## src/rtl/seg7_capture.sv

```systemverilog
// Readback of a multiplexed active-low seven-segment bus: debounces each digit,
// decodes it to BCD and emits the assembled frame with a one-cycle valid pulse.
module seg7_capture #(
    parameter int DIGITS        = 4,
    parameter int STABLE_CYCLES = 3
) (
    input  logic                  clock,
    input  logic                  reset,
    input  logic [6:0]            seg_n,
    input  logic [DIGITS-1:0]     an_n,
    output logic [4*DIGITS-1:0]   bcd_word,
    output logic                  word_valid,
    output logic                  frame_err
);

    // state  | meaning
    // IDLE   | sample idle (no anode or several anodes low), counter 0
    // SETTLE | single anode low, counting consecutive identical samples
    // HELD   | digit accepted, waiting for the sample to change
    typedef enum logic [1:0] {ST_IDLE, ST_SETTLE, ST_HELD} state_t;

    localparam int              IDX_W  = (DIGITS > 1) ? $clog2(DIGITS) : 1;
    localparam logic [7:0]      STABLE = 8'(STABLE_CYCLES);
    localparam logic [DIGITS-1:0] ONE  = DIGITS'(1);

    logic [6:0]          r_s_seg;
    logic [DIGITS-1:0]   r_s_an;
    state_t              r_state;
    state_t              w_state_nx;
    logic [7:0]          r_cnt;
    logic [7:0]          w_cnt_nx;
    logic [DIGITS-1:0]   r_mask;
    logic [DIGITS-1:0]   w_mask_nx;
    logic                r_err;
    logic                w_err_nx;
    logic [4*DIGITS-1:0] r_slots;

    logic [DIGITS-1:0]   w_onehot;
    logic                w_active;
    logic                w_same;
    logic [IDX_W-1:0]    w_idx;
    logic [6:0]          w_seg_on;
    logic [3:0]          w_nib;
    logic                w_bad;
    logic                w_capture;
    logic                w_done;

    // The sample entering s_* is judged against the one already held there,
    // so the capture edge is also the edge that loads the last stable sample.
    assign w_onehot = ~an_n;
    assign w_active = (w_onehot != '0) && ((w_onehot & (w_onehot - ONE)) == '0);
    assign w_same   = ({seg_n, an_n} == {r_s_seg, r_s_an});
    assign w_seg_on = ~seg_n;
    assign w_done   = &r_mask;

    always_comb begin
        w_idx = '0;
        for (int i = 0; i < DIGITS; i++) begin
            if (w_onehot[i]) w_idx = IDX_W'(i);
        end
    end

    always_comb begin
        w_bad = 1'b0;
        case (w_seg_on)
            7'b1111110: w_nib = 4'h0;
            7'b0110000: w_nib = 4'h1;
            7'b1101101: w_nib = 4'h2;
            7'b1111001: w_nib = 4'h3;
            7'b0110011: w_nib = 4'h4;
            7'b1011011: w_nib = 4'h5;
            7'b1011111: w_nib = 4'h6;
            7'b1110000: w_nib = 4'h7;
            7'b1111111: w_nib = 4'h8;
            7'b1111011: w_nib = 4'h9;
            7'b0000000: w_nib = 4'hF;
            default: begin
                w_nib = 4'hE;
                w_bad = 1'b1;
            end
        endcase
    end

    always_ff @(posedge clock or negedge reset) begin
        if (!reset) r_state <= ST_IDLE;
        else        r_state <= w_state_nx;
    end

    always_comb begin
        w_state_nx = r_state;
        case (r_state)
            ST_IDLE:   if (w_active) w_state_nx = ST_SETTLE;
            ST_SETTLE: begin
                if (!w_active)                            w_state_nx = ST_IDLE;
                else if (w_same && r_cnt == STABLE - 8'd1) w_state_nx = ST_HELD;
                else                                      w_state_nx = ST_SETTLE;
            end
            ST_HELD: begin
                if (!w_active)    w_state_nx = ST_IDLE;
                else if (!w_same) w_state_nx = ST_SETTLE;
            end
            default:   w_state_nx = ST_IDLE;
        endcase
    end

    always_comb begin
        w_capture = 1'b0;
        w_cnt_nx  = r_cnt;
        case (r_state)
            ST_IDLE:   w_cnt_nx = w_active ? 8'd1 : 8'd0;
            ST_SETTLE: begin
                if (!w_active)    w_cnt_nx = 8'd0;
                else if (!w_same) w_cnt_nx = 8'd1;
                else begin
                    w_cnt_nx = r_cnt + 8'd1;
                    if (r_cnt == STABLE - 8'd1) w_capture = 1'b1;
                end
            end
            ST_HELD: begin
                if (!w_active)    w_cnt_nx = 8'd0;
                else if (!w_same) w_cnt_nx = 8'd1;
                else              w_cnt_nx = STABLE;
            end
            default:   w_cnt_nx = 8'd0;
        endcase
    end

    // A capture on the completion edge lands in the freshly cleared mask.
    always_comb begin
        w_mask_nx = w_done ? '0 : r_mask;
        w_err_nx  = w_done ? 1'b0 : r_err;
        if (w_capture) begin
            w_mask_nx[w_idx] = 1'b1;
            w_err_nx         = w_err_nx | w_bad;
        end
    end

    always_ff @(posedge clock or negedge reset) begin
        if (!reset) begin
            r_s_seg    <= 7'h7F;
            r_s_an     <= '1;
            r_cnt      <= 8'd0;
            r_mask     <= '0;
            r_err      <= 1'b0;
            r_slots    <= '0;
            bcd_word   <= '0;
            word_valid <= 1'b0;
            frame_err  <= 1'b0;
        end else begin
            r_s_seg    <= seg_n;
            r_s_an     <= an_n;
            r_cnt      <= w_cnt_nx;
            r_mask     <= w_mask_nx;
            r_err      <= w_err_nx;
            word_valid <= w_done;
            frame_err  <= w_done & r_err;
            if (w_done)    bcd_word <= r_slots;
            if (w_capture) r_slots[{w_idx, 2'b00} +: 4] <= w_nib;
        end
    end

endmodule
```

## config.mk

```make
export PLATFORM = sky130hd
export DESIGN_NAME = seg7_capture
export DESIGN_NICKNAME = d
export VERILOG_FILES = /design/src/rtl/seg7_capture.sv
export SDC_FILE = /design/constraint.sdc
export NUM_CORES = 1
export LEC_CHECK = 0
export ABC_AREA = 1
export CAP_MARGIN = 0
export CORE_ASPECT_RATIO = 1.5
export CORE_MARGIN = 5
export CORE_UTILIZATION = 56
export DETAILED_ROUTE_END_ITERATION = 12
export PLACE_DENSITY_LB_ADDON = 0.05
export SYNTH_ARGS = -nofsm -noshare
export SYNTH_HDL_FRONTEND = slang
export SYNTH_SLANG_ARGS = --single-unit
```

## constraint.sdc

```tcl
create_clock -name clock -period 2.15 [get_ports clock]
set_input_delay 0.645 -clock clock [delete_from_list [all_inputs] [get_ports clock]]
set_output_delay 0.645 -clock clock [all_outputs]
set_load 0.02 [all_outputs]
```

Yosys cells after proc, flatten, opt, wreduce, memory -nomap -nowiden
Cells that the tools add are included.
- register bits after elaboration: 60
- input port bits: 13
- add/subtract/negate cells: 3
- magnitude comparators: 2
- equality and inequality tests: 16
- shift-type cells: 2
- multiplexer cells: 28
- bitwise gates (word level): 6
- reductions and logical operators: 10
- operators by type and width (kind ; count):
    equality test 7 bit (second input constant) ; 8
    case mux 4 bit (11 select lines) ; 1
    case mux 8 bit (3 select lines) ; 1
    2-to-1 mux 2 bit ; 9
    bitwise mux 16 bit ; 1
    2-to-1 mux 8 bit ; 2
    variable shift 4 x 6 -> 16 bit (first input constant) ; 1
    indexed part select 4 x 6 -> 16 bit ; 1
    equality test 7 x 6 -> 1 bit (second input constant) ; 2
    equality test 11 bit ; 1
    OR reduction 11 bit ; 1
    2-to-1 mux 1 bit ; 10
    adder 8 x 1 -> 8 bit (second input constant) ; 1
    equality test 8 x 2 -> 1 bit (second input constant) ; 1
    2-to-1 mux 4 bit ; 2
    zero test 7 bit ; 1
    inverter 7 bit ; 1
    negation 4 -> 6 bit ; 1
    case mux 2 bit (3 select lines) ; 1
    AND 4 bit ; 1
    zero test 4 bit ; 1
    inverter 4 bit ; 1
    bitwise OR 4 bit ; 1
    AND reduction 4 bit ; 1
    14 further kinds ; 16

Depth between registers and ports, before layout
Gate-level depths: netlist of run 1.
- depth in word-level cells: 10
- depth in mapped cells: 11

Worst setup path before layout of run 1
OpenSTA, ideal clock, no wires.
- path type: input port to flip-flop
- start point: input seg_n[6]
- end point: register r_slots[11]
- setup time: 66 ps
- data arrival time: 1625 ps
- data required time: 2084 ps
- setup slack: 459 ps
- stages on the path: 8
- path buffers: 1
- cell sequence: xnor2_1 nand3_2 nor2_4 nand4_4 nor2_8 buf_8 nand3_1 nand2_1
- longest elaborated chain between the ends: 5
- elaborated cells between the ends (all ways): 19
- RTL lines (what ; RTL line ; text):
    start: declaration ; 9 ; input logic [6:0] seg_n,
    inverter 7 bit ; 53 ; assign w_seg_on = ~seg_n;
    equality test 7 bit (tied with other cells) ; 65 ; case (w_seg_on)
    case mux 4 bit (11 select lines) ; 65 ;
    indexed part select 4 x 6 -> 16 bit ; 158 ; if (w_capture) r_slots[{w_idx, 2'b00} +: 4] <= w_nib;
    bitwise mux 16 bit ; 158 ;
    end signal: indexed assignment ; 158 ;
    end: declaration ; 36 ; logic [4*DIGITS-1:0] r_slots;
Parallel ways exist; a longest one is shown, timed or not.
A chain may end at the register's enable or synchronous reset.

Worst setup path in the final report of run 1
- start point: input seg_n[6]
- end point: register r_err
- longest elaborated chain between the ends: 6
- elaborated cells between the ends (all ways): 20
- RTL lines (what ; RTL line ; text):
    inverter 7 bit ; 53 ;
    equality test 7 bit (tied with other cells) ; 65 ;
    OR reduction 11 bit (no line) ; - ;
    2-to-1 mux 1 bit ; 65 ;
    bitwise OR 1 bit ; 134 ; w_err_nx = w_err_nx | w_bad;
    2-to-1 mux 1 bit (*) ; 132 ; if (w_capture) begin
    named net w_err_nx ; 35 ; logic w_err_nx;
    end signal: assignment ; 154 ; r_err <= w_err_nx;
    end: declaration ; 34 ; logic r_err;
The timed path passes the listed nets; every way through them passes the cells marked *.

==> flow_metrics.tcl, run 1 <==
set metrics [dict create \
    status "finished clean" \
    synth-seq-cells 60 \
    startpoint_type "primary input" \
    worstPathRequired_ns 2.41 \
    power.internal_mw 1.77 \
    end_kind "flop" \
    grt_max_degree 61 \
    post_synth.cell_area_avg_um2 7.98 \
    cpMostUsedCell "buf_4" \
    clk_path_buf_depth 2 \
    seq_area_frac_synth_pct 52.4 \
    fin_crit_sh_pct 95.6 \
    insertion_delay_ns 0.34 \
    p_switching_mw 0.563 \
    relSlewSlack_pct 69.8 \
    grt_overflow 0 \
    die_area_um2 6730 \
    die_y_um 98.0 \
    cts_tree "yes" \
    crit_type "in2reg" \
    h-tree-depth 3 \
    wl_per_cell_um 11.7 \
    syn_nets 377 \
    clkSinkCount 60 \
    setup_viol 0 \
    path_cells "clkdlybuf4s50_1, buf_4, nor3_1, buf_4, nand2_1, nand2_1, nor2_1, nand3_2, buf_4, o21ai_0" \
    fillers 412 \
    drt_iter0_drc 151 \
    dpl.hpwl_mm 4.34 \
    place_congestion 0.834 \
    share_seq_of_total_power_pct 49.9 \
    total_leakage_power_nw 2.10 \
    grt_pass1_wl_mm 10.2 \
    pwr-share-clk_pct 41.4 \
    netSwitchingFraction_pct 24.2 \
    cp_max_fo 5 \
    synthCells 362 \
    synth_area_um2 2890 \
    fin_util_pct 73.8 \
    hold_path.class "in2async" \
    fin_worst_skew_ns 0.00574 \
    drc_errors 0 \
    dpl-instance-area_um2 3510 \
    drt_wl_total_mm 5.91 \
    combPwrFrac_pct 8.8 \
    layout_common_cells "nand2_1 (165), dfrtp_1 (49), buf_4 (33)" \
    core_area_um2 5080 \
    drive_above_1_share_pct 18.9 \
    fin_nets 448 \
    via_per_inst 4.87 \
    syn_to_final_growth_pct 29.8 \
    fin_crit_ns 2.06 \
    crit_arrival_ns 2.31 \
    port_buffers 30 \
    fp.dieW_um 68.6 \
    num_vias 2466 \
    ios 31 \
    maxCapViolCount 0 \
    final_common_cell "nand2_1" \
    antenna_left 0 \
    final_area_um2 3750 \
    powerDensity_nw_per_um2 621 \
    antenna_found_initial 0 \
    max_freq_mhz 487 \
    hold_viol 0 \
    antenna_cells 0 \
    numCtsBuffers 9 \
    start_util_pct 56.8 \
    grt_usage_pct 20.0 \
    clk_pin_slew_worst_paths_ns 0.07 \
    worst_pin_slew_ns 0.449 \
    vdd_drop_max_mv 0.381 \
    max_stage_delay_ns 0.54 \
    rrSetupSlack_ns 0.39 \
    slowest_stage "clkdlybuf4s50_1" \
    synth_cell_types 26 \
    ys_warn_count 0 \
    grt_pass1_vias 2362 \
    rows 32 \
    maxSlewViolCount 0 \
    firstDrtPassIters 4 \
    cts_root_buf "clkbuf_8" \
]
[synth_stat cells (all sizes together)]
cell / instances / share of area, %
a21oi: 2 / 0.35
buf: 1 / 0.52
clkbuf: 3 / 0.39
clkinv: 1 / 0.13
dfrtp: 49 / 42
dfstp: 11 / 10
ha: 2 / 0.87
inv: 32 / 4.2
nand2: 167 / 22
nand3: 28 / 5.0
nand3b: 1 / 0.26
nand4: 8 / 2.3
nor2: 34 / 6.1
nor3: 6 / 1.4
nor3b: 1 / 0.26
o21ai: 5 / 0.87
or2: 1 / 0.22
xnor2: 6 / 1.8
xor2: 4 / 1.2
[power by group through the flow]
stage / Clock [mW] / Combinational, mW / Sequential (mW)
2_1_floorplan: 0 / 0.0867 / 1.18
3_3_place_gp: 0 / 0.198 / 1.18
3_5_place_dp: 0 / 0.201 / 1.18
4_1_cts: 0.978 / 0.202 / 1.16
5_1_grt: 1.04 / 0.228 / 1.16
6_report: 0.964 / 0.204 / 1.16
[logic make-up (layout without fill, tap and decap cells)]
| family | count (synthesis) | after routing | share of synthesized area, % |
|---|---|---|---|
| flops | 60 | 60 | 52.4 |
| fa+ha+maj | 2 | 2 | 0.866 |
| buf+inv | 37 | 113 | 5.20 |
| compound gates | 7 | 7 | 1.21 |
| simple gates | 246 | 246 | 37.2 |
| xor+xnor | 10 | 10 | 3.03 |
[state kept, by name, summed over array words and instances (netlist names)]
name	flops
r_state	2
bcd_word	16
r_s_seg	7
r_cnt	8
r_mask	4
word_valid	1
r_slots	16
frame_err	1
r_err	1
r_s_an	4
[routing by layer]
metal  part of all wire [%]  global-route usage, %  up-vias
li1                       -                      -     1266
met1                     41                   23.8     1147
met2                     52                   33.0       44
met3                    4.9                   6.10        9
met4                    1.5                   7.20        0
met5                      0                      0        -
[critical path: cells and delay by family]
family / cells / cell delay, ns
buffers and inverters: 4 / 1.02
AOI/OAI and AO/OA: 1 / 0.17
and+or+nand+nor: 5 / 0.47
[final timing paths]
check / start / to / cells past startpoint
max: seg_n[6] / r_err / 10
min: reset / bcd_word[1] / 2
max reg2reg: r_s_an[1] / r_slots[1] / 9
min reg2reg: r_state[0] / r_cnt[0] / 1
max in group asynchronous: reset / r_s_an[1] / 2
min in group clock: r_state[0] / r_cnt[0] / 1
[layout make-up]
| cell class | instances | area, um^2 | area share, % |
|---|---|---|---|
| Clock buffer | 11 | 131 | 3.50 |
| Tap cell | 68 | 85.1 | 2.27 |
| Timing Repair Buffer | 64 | 583 | 15.5 |
| Sequential cell | 60 | 1520 | 40.4 |
| Multi-Input combinational cell | 265 | 1260 | 33.6 |
| Clock inverter | 5 | 52.6 | 1.40 |
| Inverter | 33 | 124 | 3.30 |
[per-stage QoR]
stage	std cells	worst slack, ns	power (mW)	hold WS, ns	setup TNS, ns
final	506	0.0946	2.33	0.297	0
after global routing	506	-0.0250	2.43	0.311	-0.0427
after CTS	506	0.00730	2.34	0.312	0
after detailed placement	490	-0.343	1.38	0.458	-7.01
after global placement	490	-0.329	1.38	0.456	-6.27
after floorplan	362	0.459	1.27	0.349	0
[timing repair]
item,CTS,global route
gates resized for setup,0,16
hold endpoints to repair,0,0
setup buffers,0,0
hold buffers,0,0
setup endpoints to repair,0,19
(Power assumes the default switching activity.)
==> run 2: changes to the inputs <==
==> constraint.sdc (replaced) <==
create_clock -name clock -period 2.15 [get_ports clock]
set_input_delay 0.645 -clock clock [delete_from_list [all_inputs] [get_ports clock]]
set_output_delay 0.645 -clock clock [all_outputs]
set_load 0.05 [all_outputs]
==> run 2 against run 1 <==
Sequential share of layout area down 0.84 points; global-route usage down 0.43 points; cell count up 0.79%; first-iteration DRC count up 3.3%; die area unchanged; power up 12%; critical path type is now reg2out.
==> flow_metrics.tcl, run 2 (same netlist as run 1, synthesis figures left out) <==
set metrics [dict create \
    status "finished clean" \
    vdd_drop_max_mv 0.467 \
    numCtsBuffers 9 \
    setup_viol 0 \
    grt_overflow 0 \
    dpl.hpwl_mm 4.25 \
    core_area_um2 5080 \
    h-tree-depth 3 \
    startpoint_type "flop" \
    die_area_um2 6730 \
    grt_pass1_wl_mm 10.0 \
    clk_path_buf_depth 2 \
    final_common_cell "nand2_1" \
    die_y_um 98.0 \
    antenna_found_initial 0 \
    total_leakage_power_nw 2.24 \
    via_per_inst 4.96 \
    crit_cells 1 \
    relSlewSlack_pct 65.9 \
    worst_pin_slew_ns 0.510 \
    fillers 380 \
    crit_type "reg2out" \
    num_vias 2530 \
    fin_nets 453 \
    rows 32 \
    max_stage_delay_ns 0.80 \
    worstPathRequired_ns 1.50 \
    wl_per_cell_um 12.2 \
    cp_max_fo 1 \
    max_freq_mhz 476 \
    insertion_delay_ns 0.34 \
    port_buffers 30 \
    antenna_cells 0 \
    antenna_left 0 \
    cts_root_buf "clkbuf_8" \
    drt_wl_total_mm 6.22 \
    path_cells "clkdlybuf4s50_1" \
    layout_common_cells "nand2_1 (164), dfrtp_1 (49), buf_4 (46)" \
    hold_path.class "in2async" \
    maxSlewViolCount 0 \
    cp_num_buf_inv 1 \
    fin_crit_sh_pct 97.7 \
    clkSinkCount 60 \
    fp.dieW_um 68.6 \
    top_regs "bcd_word: 16 flops, r_slots: 16 flops, r_cnt: 8 flops" \
    end_kind "output port" \
    drc_errors 0 \
    ctsHoldBuffers 0 \
    setup_tns_ns 0 \
    final_cells 510 \
    place_congestion 0.824 \
    drt_iter0_drc 156 \
    hold_ws_ns 0.297 \
    crit_family "buffers and inverters" \
    drive_above_1_share_pct 22.4 \
    dpl-instance-area_um2 3490 \
    ios 31 \
    grt_max_degree 61 \
    grt_usage_pct 19.5 \
    start_util_pct 56.8 \
    powerDensity_nw_per_um2 679 \
    placed_cells 490 \
    cts_tree "yes" \
    firstDrtPassIters 4 \
    r2r_cells 9 \
    maxCapViolCount 0 \
    final_area_um2 3830 \
    fin_crit_ns 2.10 \
    rrSetupSlack_ns 0.39 \
    slowest_stage "clkdlybuf4s50_1" \
    grt_pass1_vias 2324 \
    crit_arrival_ns 1.46 \
    power.total_mw 2.60 \
    hold_viol 0 \
    syn_to_final_growth_pct 32.6 \
    fin_worst_skew_ns 0.00774 \
    clk_pin_slew_worst_paths_ns 0.07 \
]
==> run 2: cell count changes in the layout (fill, tap and decap cells not counted), moves of 2 or more <==
cell	delta
buf_4	+13
bufinv_16	+2
clkdlybuf4s50_1	-17
clkinv_2	-3
dlygate4sd2_1	+5
dlymetal6s2s_1	+3
==> run 2: final timing paths <==
check / start / end
min reg2reg: r_state[0] / r_cnt[0]
max in group asynchronous: reset / r_s_seg[3]
max reg2reg: r_s_seg[4] / r_mask[1]
max: frame_err / frame_err
min: reset / bcd_word[1]
min in group clock: r_state[0] / r_cnt[0]
==> run 2: final cells by class <==
type                       instances  area (um^2)  area share (%)
sequential                        60         1520            39.5
tap                               68         85.1            2.22
multi-input combinational        266         1280            33.3
clock inverter                     4         97.6            2.55
clock buffer                      11          141            3.69
timing repair buffer              68          592            15.4
inverter                          33          124            3.23
==> run 2: layer usage <==
metal	share of wire (%)	GRT usage, %	vias to the layer above
li1	-	-	1279
met1	41	23.4	1187
met2	53	32.5	49
met3	3.3	2.76	15
met4	2.8	10.7	0
met5	0	0	-
==> run 2: per-stage QoR <==
| step | utilization (%) | setup WS [ns] |
|---|---|---|
| floorplan | - | 0.459 |
| detailed placement | 68.6 | -0.333 |
| CTS | 73.2 | 0.00339 |
| global placement | 68.6 | -0.338 |
| global route | 75.3 | -0.0419 |
| finish | 75.3 | 0.0484 |
==> run 2: repair_timing <==
action	CTS	global route
gates resized for setup	5	21
setup endpoints to repair	5	25
setup buffers	0	4
pin swaps	0	7
gates cloned	0	1
==> run 2: power by group <==
group	leakage, nW	switching [mW]	internal (mW)
sequential	0.798	0.00971	1.15
clock	0.116	0.434	0.796
combinational	1.33	0.123	0.0863
